### src/rtl/board_vga_renderer.sv
// VGA renderer for the 4x4 tile game: 640x480@60 timing, once-per-frame state snapshot in
// vertical blank, and a 2-stage pixel pipeline producing 12-bit RGB with aligned syncs.
module board_vga_renderer #(
  parameter int CLK_DIV    = 4,
  parameter int BOARD_X0   = 128,
  parameter int BOARD_Y0   = 48,
  parameter int TILE_PITCH = 96,
  parameter int TILE_GAP   = 4,
  parameter int PREVIEW_Y0 = 16,
  parameter int PREVIEW_Y1 = 39,
  parameter int H_VISIBLE  = 640,
  parameter int H_FRONT    = 16,
  parameter int H_SYNC     = 96,
  parameter int H_BACK     = 48,
  parameter int V_VISIBLE  = 480,
  parameter int V_FRONT    = 10,
  parameter int V_SYNC     = 2,
  parameter int V_BACK     = 33
) (
  input  logic        clk,
  input  logic        rst,
  input  logic [79:0] board_flat,
  input  logic [1:0]  cursor_col,
  input  logic [4:0]  spawn_val,
  input  logic        game_over,
  input  logic        game_won,
  input  logic        display_ready,
  output logic        hsync,
  output logic        vsync,
  output logic [11:0] rgb,
  output logic        frame_start,
  output logic        snap_taken
);

  localparam int H_TOTAL = H_VISIBLE + H_FRONT + H_SYNC + H_BACK;
  localparam int V_TOTAL = V_VISIBLE + V_FRONT + V_SYNC + V_BACK;
  localparam int DW      = $clog2(CLK_DIV);

  localparam logic [DW-1:0] DIV_LAST = DW'(CLK_DIV - 1);
  localparam logic [9:0] H_LAST   = 10'(H_TOTAL - 1);
  localparam logic [9:0] V_LAST   = 10'(V_TOTAL - 1);
  localparam logic [9:0] H_VIS    = 10'(H_VISIBLE);
  localparam logic [9:0] V_VIS    = 10'(V_VISIBLE);
  localparam logic [9:0] HS_FIRST = 10'(H_VISIBLE + H_FRONT);
  localparam logic [9:0] HS_LAST  = 10'(H_VISIBLE + H_FRONT + H_SYNC - 1);
  localparam logic [9:0] VS_FIRST = 10'(V_VISIBLE + V_FRONT);
  localparam logic [9:0] VS_LAST  = 10'(V_VISIBLE + V_FRONT + V_SYNC - 1);
  localparam logic [9:0] GAP_LO   = 10'(TILE_GAP);
  localparam logic [9:0] GAP_HI   = 10'(TILE_PITCH - TILE_GAP - 1);
  localparam logic [9:0] PV_Y0    = 10'(PREVIEW_Y0);
  localparam logic [9:0] PV_Y1    = 10'(PREVIEW_Y1);

  typedef enum logic [1:0] {REG_BLANK, REG_BG, REG_BOARD, REG_PREVIEW} region_t;

  function automatic logic [9:0] x_edge(input int k);
    return 10'(BOARD_X0 + k * TILE_PITCH);
  endfunction

  function automatic logic [9:0] y_edge(input int k);
    return 10'(BOARD_Y0 + k * TILE_PITCH);
  endfunction

  function automatic logic [11:0] tile_colour(input logic [4:0] p);
    case (p)
      5'd0:    return 12'hCCB;
      5'd1:    return 12'hEED;
      5'd2:    return 12'hEDC;
      5'd3:    return 12'hFB7;
      5'd4:    return 12'hF96;
      5'd5:    return 12'hF75;
      5'd6:    return 12'hF53;
      5'd7:    return 12'hEC7;
      5'd8:    return 12'hEC6;
      5'd9:    return 12'hEC5;
      5'd10:   return 12'hEC3;
      5'd11:   return 12'hEC2;
      default: return 12'hFFF;
    endcase
  endfunction

  logic [DW-1:0] div;
  logic          tick;
  logic [9:0]    hc, vc;
  logic          snap_slot;

  assign tick      = (div == DIV_LAST);
  assign snap_slot = tick && (hc == 10'd0) && (vc == V_VIS);

  // NOTE: sequential state uses non-blocking assignments so every register samples pre-edge values.
  always_ff @(posedge clk or posedge rst) begin
    if (rst)       div <= '0;
    else if (tick) div <= '0;
    else           div <= div + 1'b1;
  end

  always_ff @(posedge clk or posedge rst) begin
    if (rst) begin
      hc <= '0;
      vc <= '0;
    end else if (tick) begin
      if (hc == H_LAST) begin
        hc <= '0;
        vc <= (vc == V_LAST) ? 10'd0 : vc + 10'd1;
      end else begin
        hc <= hc + 10'd1;
      end
    end
  end

  logic [15:0][4:0] sh_tiles;
  logic [1:0]       sh_cursor;
  logic [4:0]       sh_spawn;
  logic             sh_over, sh_won;

  // NOTE: shadow registers are reset so the first frame draws a defined, empty board.
  always_ff @(posedge clk or posedge rst) begin
    if (rst) begin
      sh_tiles    <= '0;
      sh_cursor   <= '0;
      sh_spawn    <= '0;
      sh_over     <= 1'b0;
      sh_won      <= 1'b0;
      frame_start <= 1'b0;
      snap_taken  <= 1'b0;
    end else begin
      frame_start <= snap_slot;
      snap_taken  <= snap_slot && display_ready;
      if (snap_slot && display_ready) begin
        sh_tiles  <= board_flat;
        sh_cursor <= cursor_col;
        sh_spawn  <= spawn_val;
        sh_over   <= game_over;
        sh_won    <= game_won;
      end
    end
  end

  logic [1:0] col, row;
  logic [9:0] x_base, y_base, x_off, y_off;
  logic       in_x, in_y, inner_x, inner_y, visible, in_band;
  region_t    region_d;

  // NOTE: every combinational output gets a default first, so no path can infer a latch.
  always_comb begin
    col    = 2'd0;
    x_base = x_edge(0);
    row    = 2'd0;
    y_base = y_edge(0);
    for (int k = 1; k < 4; k++) begin
      if (hc >= x_edge(k)) begin
        col    = 2'(k);
        x_base = x_edge(k);
      end
      if (vc >= y_edge(k)) begin
        row    = 2'(k);
        y_base = y_edge(k);
      end
    end
    x_off    = hc - x_base;
    y_off    = vc - y_base;
    in_x     = (hc >= x_edge(0)) && (hc < x_edge(4));
    in_y     = (vc >= y_edge(0)) && (vc < y_edge(4));
    inner_x  = (x_off >= GAP_LO) && (x_off <= GAP_HI);
    inner_y  = (y_off >= GAP_LO) && (y_off <= GAP_HI);
    visible  = (hc < H_VIS) && (vc < V_VIS);
    in_band  = (vc >= PV_Y0) && (vc <= PV_Y1);
    region_d = REG_BG;
    if (!visible)                                            region_d = REG_BLANK;
    else if (in_x && in_y)                                   region_d = REG_BOARD;
    else if (in_x && in_band && inner_x && col == sh_cursor) region_d = REG_PREVIEW;
  end

  region_t    s1_region;
  logic [3:0] s1_tile;
  logic       s1_inner, s1_hs, s1_vs;

  always_ff @(posedge clk or posedge rst) begin
    if (rst) begin
      s1_region <= REG_BLANK;
      s1_tile   <= '0;
      s1_inner  <= 1'b0;
      s1_hs     <= 1'b1;
      s1_vs     <= 1'b1;
    end else if (tick) begin
      s1_region <= region_d;
      s1_tile   <= {row, col};
      s1_inner  <= inner_x && inner_y;
      s1_hs     <= !((hc >= HS_FIRST) && (hc <= HS_LAST));
      s1_vs     <= !((vc >= VS_FIRST) && (vc <= VS_LAST));
    end
  end

  logic [11:0] status_colour;
  assign status_colour = sh_over ? 12'hF00 : (sh_won ? 12'h0F0 : 12'h555);

  always_ff @(posedge clk or posedge rst) begin
    if (rst) begin
      rgb   <= '0;
      hsync <= 1'b1;
      vsync <= 1'b1;
    end else if (tick) begin
      hsync <= s1_hs;
      vsync <= s1_vs;
      unique case (s1_region)
        REG_BOARD:   rgb <= s1_inner ? tile_colour(sh_tiles[s1_tile]) : status_colour;
        REG_PREVIEW: rgb <= tile_colour(sh_spawn);
        default:     rgb <= 12'h000;
      endcase
    end
  end

endmodule

### config.mk
export PLATFORM = sky130hd
export DESIGN_NAME = board_vga_renderer
export DESIGN_NICKNAME = d
export VERILOG_FILES = /design/src/rtl/board_vga_renderer.sv
export SDC_FILE = /design/constraint.sdc
export NUM_CORES = 1
export LEC_CHECK = 0
export ABC_AREA = 1
export CORE_ASPECT_RATIO = 1.1
export CORE_UTILIZATION = 39
export CTS_BUF_LIST = sky130_fd_sc_hd__clkbuf_8
export CTS_CLUSTER_SIZE = 30
export DETAILED_ROUTE_END_ITERATION = 8
export PLACE_DENSITY = 0.63
export REMOVE_ABC_BUFFERS = 1
export SKIP_CTS_REPAIR_TIMING = 1
export SYNTH_ARGS = -nofsm -noshare
export SYNTH_HDL_FRONTEND = slang
export SYNTH_SLANG_ARGS = --single-unit
### constraint.sdc
create_clock -name clk -period 4.09 [get_ports clk]
set_input_delay 0.818 -clock clk [delete_from_list [all_inputs] [get_ports clk]]
set_output_delay 0.818 -clock clk [all_outputs]
set_load 0.05 [all_outputs]
==> metrics.cfg, run 1 <==
[routing]
vias = 6721
routed_wl_um = 19550
initialDrtViolationCount = 558
vias_per_cell = 4.990
drc = 0
detail-route-antenna-nets = 0
avgRoutedWirePerCell_um = 14.51
first_pass_iters = 5

[synth]
syn_area_sq_um = 7685
yosysTopAreaCellShare = 0.4298
synth-edff-count = 0
yosys.area.top_type = dfrtp_1
ys_ff_latch = 136
yosys-top-cells-area = dfrtp_1, nand2_1, inv_1
ys_async_sr_fraction = 1.000
yosysWarnings = 0
ys_seq_area_frac = 0.4435
synth_area_per_cell_sq_um = 7.739
synth_cells = 993
synth_ff_type = dfrtp_1
ys_types = 47

[placed_design]
io_buffers = 107
hpwl_um = 13920
place.gp.congestion = 0.9221
dp.cells = 1315
place_area_sq_um = 8812

[min_path]
hp-class = reg -> reg
min_path_cells = 1
hp-start = div[0]$_DFF_PP0_
whs_endpoint = div[0]$_DFF_PP0_

[global_route]
grtUsageMet2 = 0.3497
grt_util_all_layers = 0.2055
grt_max_degree = 76
grt_overflow = 0
grt_util_met1 = 0.2577
grt_use_met3 = 0.03126
antenna_found_initial = 0
grt_pass1_wl_um = 32120
grt_pass1_vias = 6528
top_usage_layer = met2

[critical_path]
reg2reg_to = rgb[0]$_DFFE_PP0P_
critPathKind = reg -> reg
rrSetupSlack_ns = 1.15
critPathCaptureType = register
worst_r2r_path_depth = 15
critPathMaxFanout = 53
crit_required_ns = 4.44
r2r_start = s1_tile[0]$_DFFE_PP0P_
startpoint_type = register
crit_arrival_ns = 3.29

[finish]
layout_commonest_cell = nand2_1
final_util = 0.4807
nets = 1208
synthToLayoutAreaGrowth_pct = 20.29
final_cell_count_no_fill = 1347
fillers = 1924
multi_input_area_sq_um = 3485
final_layout_size_suffix_gt1_frac = 0.07727
seqCellArea_sq_um = 3410
final_cell_area_sq_um = 9244
layout_common_cells = nand2_1, dfrtp_1, inv_1
antenna_cells = 0

[power_and_ir_drop]
max-vdd-ir-drop_mv = 0.2041
pwr_density_cell_nw_per_um2 = 290.4
p_leak_uw = 0.004388

[floorplanning]
rows = 53
die_area_sq_um = 20270
die-height_um = 149.2
ios = 108
die_w_um = 135.8
core_sq_um = 19230
start_util = 0.3996

[timing]
maxSlewViolCount = 0
setup-violations-final = 0
relSlewSlack = 0.3773
worst_pin_slew_ns = 0.9340
max_freq_ghz = 0.3404
hold_violations = 0
fin_crit_sh = 0.7183
fin_crit_ns = 2.938
fin_skew_ns = 0.01197
rsz0062_at_grt = no

[clocking]
ctsRootBufferMaster = clkbuf_8
cts_tree = done
insertion_delay_ns = 0.46
clock-sinks = 136
cts.path.max_buffers = 2
cts-buffers-inserted = 17
htreeDepth = 4
clk_transition_reported_paths_ns = 0.08

[job]
cap_violations = 0

[run_status]
status = complete, no violations

-- metrics by stage --
step                hold slack [ns]  setup TNS [ns]  setup slack (ns)  total power [uW]
global route                 0.4536               0            0.8468              2783
global placement             0.4145               0             1.227              1490
floorplan                    0.4031          -47.63           -0.3608              1390
detailed placement           0.4214               0             1.185              1489
CTS                          0.4343               0             1.157              2719
finish                       0.4287               0             1.152              2684
-- cells in the mapped netlist (10+ instances only) --
library cell	instances
ha_1	27
nand3_2	10
inv_1	111
buf_6	17
a21oi_1	33
o21ai_1	46
buf_2	12
dfrtp_1	132
nor2_1	58
nand3_1	74
nand2_1	324
o21ai_0	48
-- worst max-delay path, stage by stage, from the launching register on --
cell,delay [ns]
dfrtp_2,0.98
inv_4,0.32
nor2_1,0.17
nor2_1,0.05
o21ai_0,0.12
o211ai_1,0.13
nand3_1,0.11
nand2_1,0.16
inv_1,0.13
ha_1,0.25
inv_1,0.08
nand2_1,0.05
nand2_1,0.07
nand3_1,0.06
nand2_1,0.08
a21oi_2,0.05
-- sequential cells by signal (all words and copies together) (netlist names), 2 cells and up --
name       cells
div            2
hc            10
rgb           12
s1_region      2
s1_tile        4
sh_cursor      2
sh_spawn       5
sh_tiles      80
vc            10
-- layer usage --
layer | vias up | routed length [um]
li1 | 3360 | -
met1 | 3165 | 8807
met2 | 162 | 9548
met3 | 34 | 715
met4 | 0 | 480
met5 | - | 0
-- worst max path at each step --
| stage | end | from | depth (start not counted) |
|---|---|---|---|
| 3_5_place_dp | rgb[0]$_DFFE_PP0P_ | s1_tile[0]$_DFFE_PP0P_ | 15 |
| 5_1_grt | rgb[9]$_DFFE_PP0P_ | s1_tile[0]$_DFFE_PP0P_ | 14 |
| 4_1_cts | rgb[0]$_DFFE_PP0P_ | s1_tile[0]$_DFFE_PP0P_ | 15 |
| 3_3_place_gp | rgb[0]$_DFFE_PP0P_ | s1_tile[0]$_DFFE_PP0P_ | 14 |
| 6_report | rgb[0]$_DFFE_PP0P_ | s1_tile[0]$_DFFE_PP0P_ | 15 |
| 2_1_floorplan | div[0]$_DFF_PP0_ | rst | 1 |
-- power breakdown --
group          leakage, uW  switching [uW]  total [uW]  internal [uW]
clock             0.000212             589        1220            634
sequential         0.00159               0        1340           1340
combinational      0.00258            39.7         117           77.2
-- kinds of logic after synthesis --
logic type	after synthesis	synth area share
buffers and inverters	162	0.1031
adder cells (fa/ha/maj)	29	0.04917
XOR/XNOR	8	0.009118
flip-flops	136	0.4435
AO/OA/AOI/OAI	157	0.1136
AND/OR/NAND/NOR	501	0.2815
-- area by class of cell --
| type | count | share of cell area |
|---|---|---|
| clock inverters | 14 | 0.01990 |
| multi-input cells | 695 | 0.3770 |
| flip-flops and latches | 136 | 0.3688 |
| inverters | 120 | 0.05008 |
| repair buffers | 117 | 0.1240 |
| clock buffers | 18 | 0.02680 |
| well taps | 247 | 0.03343 |
Power figures use the tool's default switching activity.
==> run 2: changes to the inputs <==
clock period = 2.4 ns   (was 4.09 ns; I/O delays follow)
==> metrics.cfg, run 2 (synthesized netlist as in run 1, its figures left out) <==
[critical_path]
crit_buf_inv = 2
worst_r2r_path_depth = 17
reg2reg_to = s1_region[1]$_DFFE_PP0P_
rrSetupSlack_ns = 0.04
path_cells = nand2_2, nor2_4, inv_2, nand2_2, nand2_2, nand2_2, ha_4, inv_2, fa_1, nor2_1, nand4_1, o2111ai_2, nor2_2, nand3_1, o21ai_1, nand2_1, nand2_1
worstSetupEndpoint = s1_region[1]$_DFFE_PP0P_
crit_cells = 17
slowest_delay_ns = 0.50
crit_arrival_ns = 2.76
startpoint_type = register
cpMostUsedCell = nand2_2
crit_family = simple AND/OR/NAND/NOR gates
critPathMaxFanout = 4
crit_slowest_cell = fa_1
crit_start = hc[7]$_DFFE_PP0P_
critPathCaptureType = register
critPathKind = reg -> reg
crit_required_ns = 2.80
r2r_start = hc[7]$_DFFE_PP0P_

[clocking]
cts-buffers-inserted = 17
cts.path.max_buffers = 2
ctsRootBufferMaster = clkbuf_8
insertion_delay_ns = 0.46
clock-sinks = 136
htreeDepth = 4
cts_tree = done
clk_transition_reported_paths_ns = 0.09

[routing]
vias_per_cell = 4.880
routed_wl_um = 20240
drc = 0
detail-route-antenna-nets = 0
first_pass_iters = 6
initialDrtViolationCount = 422
avgRoutedWirePerCell_um = 14.51
vias = 6807

[run_status]
status = complete, no violations

[placed_design]
io_buffers = 107
place.gp.congestion = 0.8996
dp.cells = 1348
hpwl_um = 14820
place_area_sq_um = 9123

[finish]
multi_input_area_sq_um = 3588
reg_top3 = sh_tiles (80), rgb (12)
layout_commonest_cell = nand2_1
final_layout_size_suffix_gt1_frac = 0.1463
layout_common_cells = nand2_1, dfrtp_1, clkdlybuf4s50_1
largest_reg_flops = 80
top_register = sh_tiles
fillers = 1869
antenna_cells = 0
synthToLayoutAreaGrowth_pct = 26.88
seqCellArea_sq_um = 3418
final_cell_count_no_fill = 1395
nets = 1256
final_cell_area_sq_um = 9751

[power_and_ir_drop]
pwr_density_cell_nw_per_um2 = 452.0
power_uw = 4407
max-vdd-ir-drop_mv = 0.3350
p_leak_uw = 0.004628

[timing]
fin_skew_ns = 0.01671
worst_pin_slew_ns = 0.7127
fin_crit_sh = 0.9831
maxSlewViolCount = 0
max_freq_ghz = 0.4238
fin_crit_ns = 2.360
setup-violations-final = 0
rsz0062_at_grt = yes
relSlewSlack = 0.5126
hold_violations = 0

[job]
cap_violations = 0

[floorplanning]
die_w_um = 135.8
die_area_sq_um = 20270
die-height_um = 149.2
ios = 108
core_sq_um = 19230
start_util = 0.3996
rows = 53

[global_route]
grt_max_degree = 50
grt_util_all_layers = 0.2080
grt_pass1_wl_um = 32630
grt_pass1_vias = 6681
grt_overflow = 0
antenna_found_initial = 0

[min_path]
hp-class = in -> async

-- run 2: changes by cell type in the layout (fill, tap and decap cells not counted), sizes merged --
cell | previous run | this run
bufinv | 3 | 1
clkbuf | 18 | 17
clkinv | 3 | 5
clkinvlp | 2 | 3
buf | 10 | 58
-- run 2: stage by stage --
| step | hold WS, ns | setup TNS, ns | utilization | worst slack (ns) |
|---|---|---|---|---|
| 2_1_floorplan | 0.4031 | -323.34 | - | -1.713 |
| 3_3_place_gp | 0.4138 | 0 | 0.4744 | 0.06208 |
| 3_5_place_dp | 0.4209 | -0.04593 | 0.4744 | -0.04593 |
| 4_1_cts | 0.3477 | -0.07136 | 0.4949 | -0.07136 |
| 5_1_grt | 0.3474 | -0.2420 | 0.5070 | -0.1559 |
| 6_report | 0.3502 | 0 | 0.5070 | 0.04048 |
-- run 2: worst min path at each step --
stage | to | startpoint | cells past startpoint
after floorplan | div[0]$_DFF_PP0_ | div[0]$_DFF_PP0_ | 1
after global placement | div[0]$_DFF_PP0_ | div[0]$_DFF_PP0_ | 1
after detailed placement | div[0]$_DFF_PP0_ | div[0]$_DFF_PP0_ | 1
after CTS | sh_tiles[65]$_DFFE_PP0P_ | rst | 2
after global routing | sh_tiles[75]$_DFFE_PP0P_ | rst | 2
final | vc[7]$_DFFE_PP0P_ | rst | 2
-- run 2: worst reg2reg max path, delay by kind of cell, from the launching register on --
family | cells | cell delay [ns]
AO/OA/AOI/OAI | 2 | 0.24
adder cells (fa/ha/maj) | 2 | 0.63
buffers and inverters | 2 | 0.10
flip-flops | 1 | 0.44
AND/OR/NAND/NOR | 11 | 0.89
-- run 2: layout make-up --
cell class | instances | share of cell area
flip-flops and latches | 136 | 0.3506
clock inverters | 15 | 0.01655
clock buffers | 17 | 0.02400
inverters | 120 | 0.04825
multi-input cells | 695 | 0.3680
repair buffers | 165 | 0.1609
well taps | 247 | 0.03170
-- run 2: per-layer routing --
| layer | GRT usage | part of all wire | wire [um] |
|---|---|---|---|
| met5 | 0 | 0 | 0 |
| met4 | 0.08315 | 0.022 | 442 |
| met3 | 0.03500 | 0.045 | 912 |
| met2 | 0.3398 | 0.47 | 9593 |
| met1 | 0.2728 | 0.46 | 9285 |
-- run 2: report_power, final --
| part | total, uW | switching [uW] | internal [uW] | leakage, uW |
|---|---|---|---|---|
| registers | 2290 | 0 | 2290 | 0.00158 |
| clock network | 1910 | 1040 | 863 | 0.000193 |
| logic | 210 | 71.8 | 138 | 0.00285 |
==> run 3: changes to the inputs <==
CORE_UTILIZATION = 30   (was 39)
GPL_TIMING_DRIVEN = 0   (was unset)
PLACE_DENSITY = 0.51   (was 0.63)
==> metrics.cfg, run 3 (synthesized netlist as in run 1, its figures left out) <==
[run_status]
status = finished with violations
violations = setup timing

[floorplanning]
ios = 108
die_area_sq_um = 26260
die_w_um = 154.6
start_util = 0.3051
rows = 61
die-height_um = 169.9
core_sq_um = 25190

[global_route]
antenna_found_initial = 0
grt_max_degree = 112
grt_pass1_wl_um = 33620
grt_overflow = 0
grt_util_all_layers = 0.1649
grt_pass1_vias = 6498

[placed_design]
pre_cts_slack_ns = -1.224
place_area_sq_um = 8902
dp.cells = 1376
place.gp.congestion = 0.8490
hpwl_um = 14000
io_buffers = 107

[timing]
max_freq_ghz = 0.3952
relSlewSlack = 0.4791
rsz0062_at_grt = yes
maxSlewViolCount = 0
fin_crit_sh = 1.054
hold_violations = 0
final.setup.worst_slack_ns = -0.1305
fin_crit_ns = 2.531
fin_skew_ns = 0.01746
worst_pin_slew_ns = 0.7814
setup-violations-final = 2

[finish]
largest_reg_flops = 80
final_cell_area_sq_um = 9886
layout_common_cells = nand2_1, dfrtp_1, clkdlybuf4s50_1
synthToLayoutAreaGrowth_pct = 28.64
top_register = sh_tiles
final_layout_size_suffix_gt1_frac = 0.1426
antenna_cells = 0
layout_commonest_cell = nand2_1
nets = 1237
final_cell_count_no_fill = 1444
reg_top3 = sh_tiles (80), rgb (12)

[critical_path]
worstSetupEndpoint = s1_region[1]$_DFFE_PP0P_
startpoint_type = register
crit_start = hc[6]$_DFFE_PP0P_
r2r_start = hc[6]$_DFFE_PP0P_
critPathMaxFanout = 5
crit_required_ns = 2.81
reg2reg_to = s1_region[1]$_DFFE_PP0P_
cpMostUsedCell = nand2_2
slowest_delay_ns = 0.57
crit_slowest_cell = fa_1
crit_arrival_ns = 2.94
path_cells = nand2_2, nor2_4, inv_2, nand2_2, nand2_2, nand2_2, ha_4, inv_4, fa_1, nor2_1, nand4_1, o2111ai_2, nor2_2, nand3_1, o21ai_1, nand2_1, nand2_1
rrSetupSlack_ns = -0.13
critPathKind = reg -> reg
critPathCaptureType = register
worst_r2r_path_depth = 17

[min_path]
hp-class = reg -> reg

[routing]
detail-route-antenna-nets = 0
vias = 6818
vias_per_cell = 4.722
avgRoutedWirePerCell_um = 15.78
first_pass_iters = 5
drc = 0
routed_wl_um = 22780
initialDrtViolationCount = 457

[power_and_ir_drop]
p_leak_uw = 0.004581
max-vdd-ir-drop_mv = 0.3045
pwr_density_cell_nw_per_um2 = 464.1

[clocking]
htreeDepth = 4
cts_tree = done
cts-buffers-inserted = 17
ctsRootBufferMaster = clkbuf_8
clk_transition_reported_paths_ns = 0.09
clock-sinks = 136
cts.path.max_buffers = 2
insertion_delay_ns = 0.47

[job]
cap_violations = 0

-- run 3: changes by cell type in the layout (fill, tap and decap cells not counted), moves of 3 or more --
cell / previous run / this run
buf_4: 53 / 27
dfrtp_2: 8 / 11
inv_6: 5 / 8
clkbuf_16: 0 / 3
dfrtp_1: 124 / 119
buf_12: 5 / 1
inv_1: 105 / 101
inv_8: 5 / 0
-- run 3: worst min path at each step --
stage | from | endpoint | slack (ns) | depth (start not counted)
floorplan | div[0]$_DFF_PP0_ | div[0]$_DFF_PP0_ | 0.40 | 1
global placement | div[0]$_DFF_PP0_ | div[0]$_DFF_PP0_ | 0.41 | 1
detailed placement | div[0]$_DFF_PP0_ | div[0]$_DFF_PP0_ | 0.42 | 1
CTS | div[0]$_DFF_PP0_ | div[0]$_DFF_PP0_ | 0.43 | 1
global route | sh_tiles[66]$_DFFE_PP0P_ | sh_tiles[66]$_DFFE_PP0P_ | 0.50 | 2
finish | div[0]$_DFF_PP0_ | div[0]$_DFF_PP0_ | 0.47 | 1
-- run 3: report_power, final --
group / switching, uW / leakage [uW] / total (uW) / internal, uW
registers: 0 / 0.00157 / 2290 / 2290
logic: 78.3 / 0.00280 / 212 / 134
clock network: 1040 / 0.000212 / 2090 / 1050
-- run 3: critical path, delay by kind of cell (launching register included) --
kind,cells,cell delay (ns)
compound gates,2,0.29
flops,1,0.45
fa+ha+maj,2,0.72
buf+inv,2,0.09
simple gates,11,0.94
-- run 3: through the flow --
step	hold WS, ns	setup TNS, ns	power, uW	utilization
floorplan	0.4031	-323.34	2369	-
global placement	0.4139	-837.65	2545	0.3500
detailed placement	0.4174	-112.87	2549	0.3535
CTS	0.4292	-115.18	4652	0.3703
global route	0.4981	-0.4998	4752	0.3925
finish	0.4718	-0.1801	4588	0.3925
-- run 3: routing by layer --
layer,up-vias,track usage,share of wire
li1,3421,-,-
met1,3222,0.2132,0.46
met2,149,0.2782,0.48
met3,26,0.03387,0.045
met4,0,0.04649,0.014
met5,-,0,0
-- run 3: area by class of cell --
class	count	area [sq um]
fillers	2677	15300
multi-input cells	696	3642
flip-flops and latches	136	3430
repair buffers	143	1461
inverters	120	520.5
well taps	315	394.1
clock buffers	17	234.0
clock inverters	15	190.2
repair inverters	2	13.76
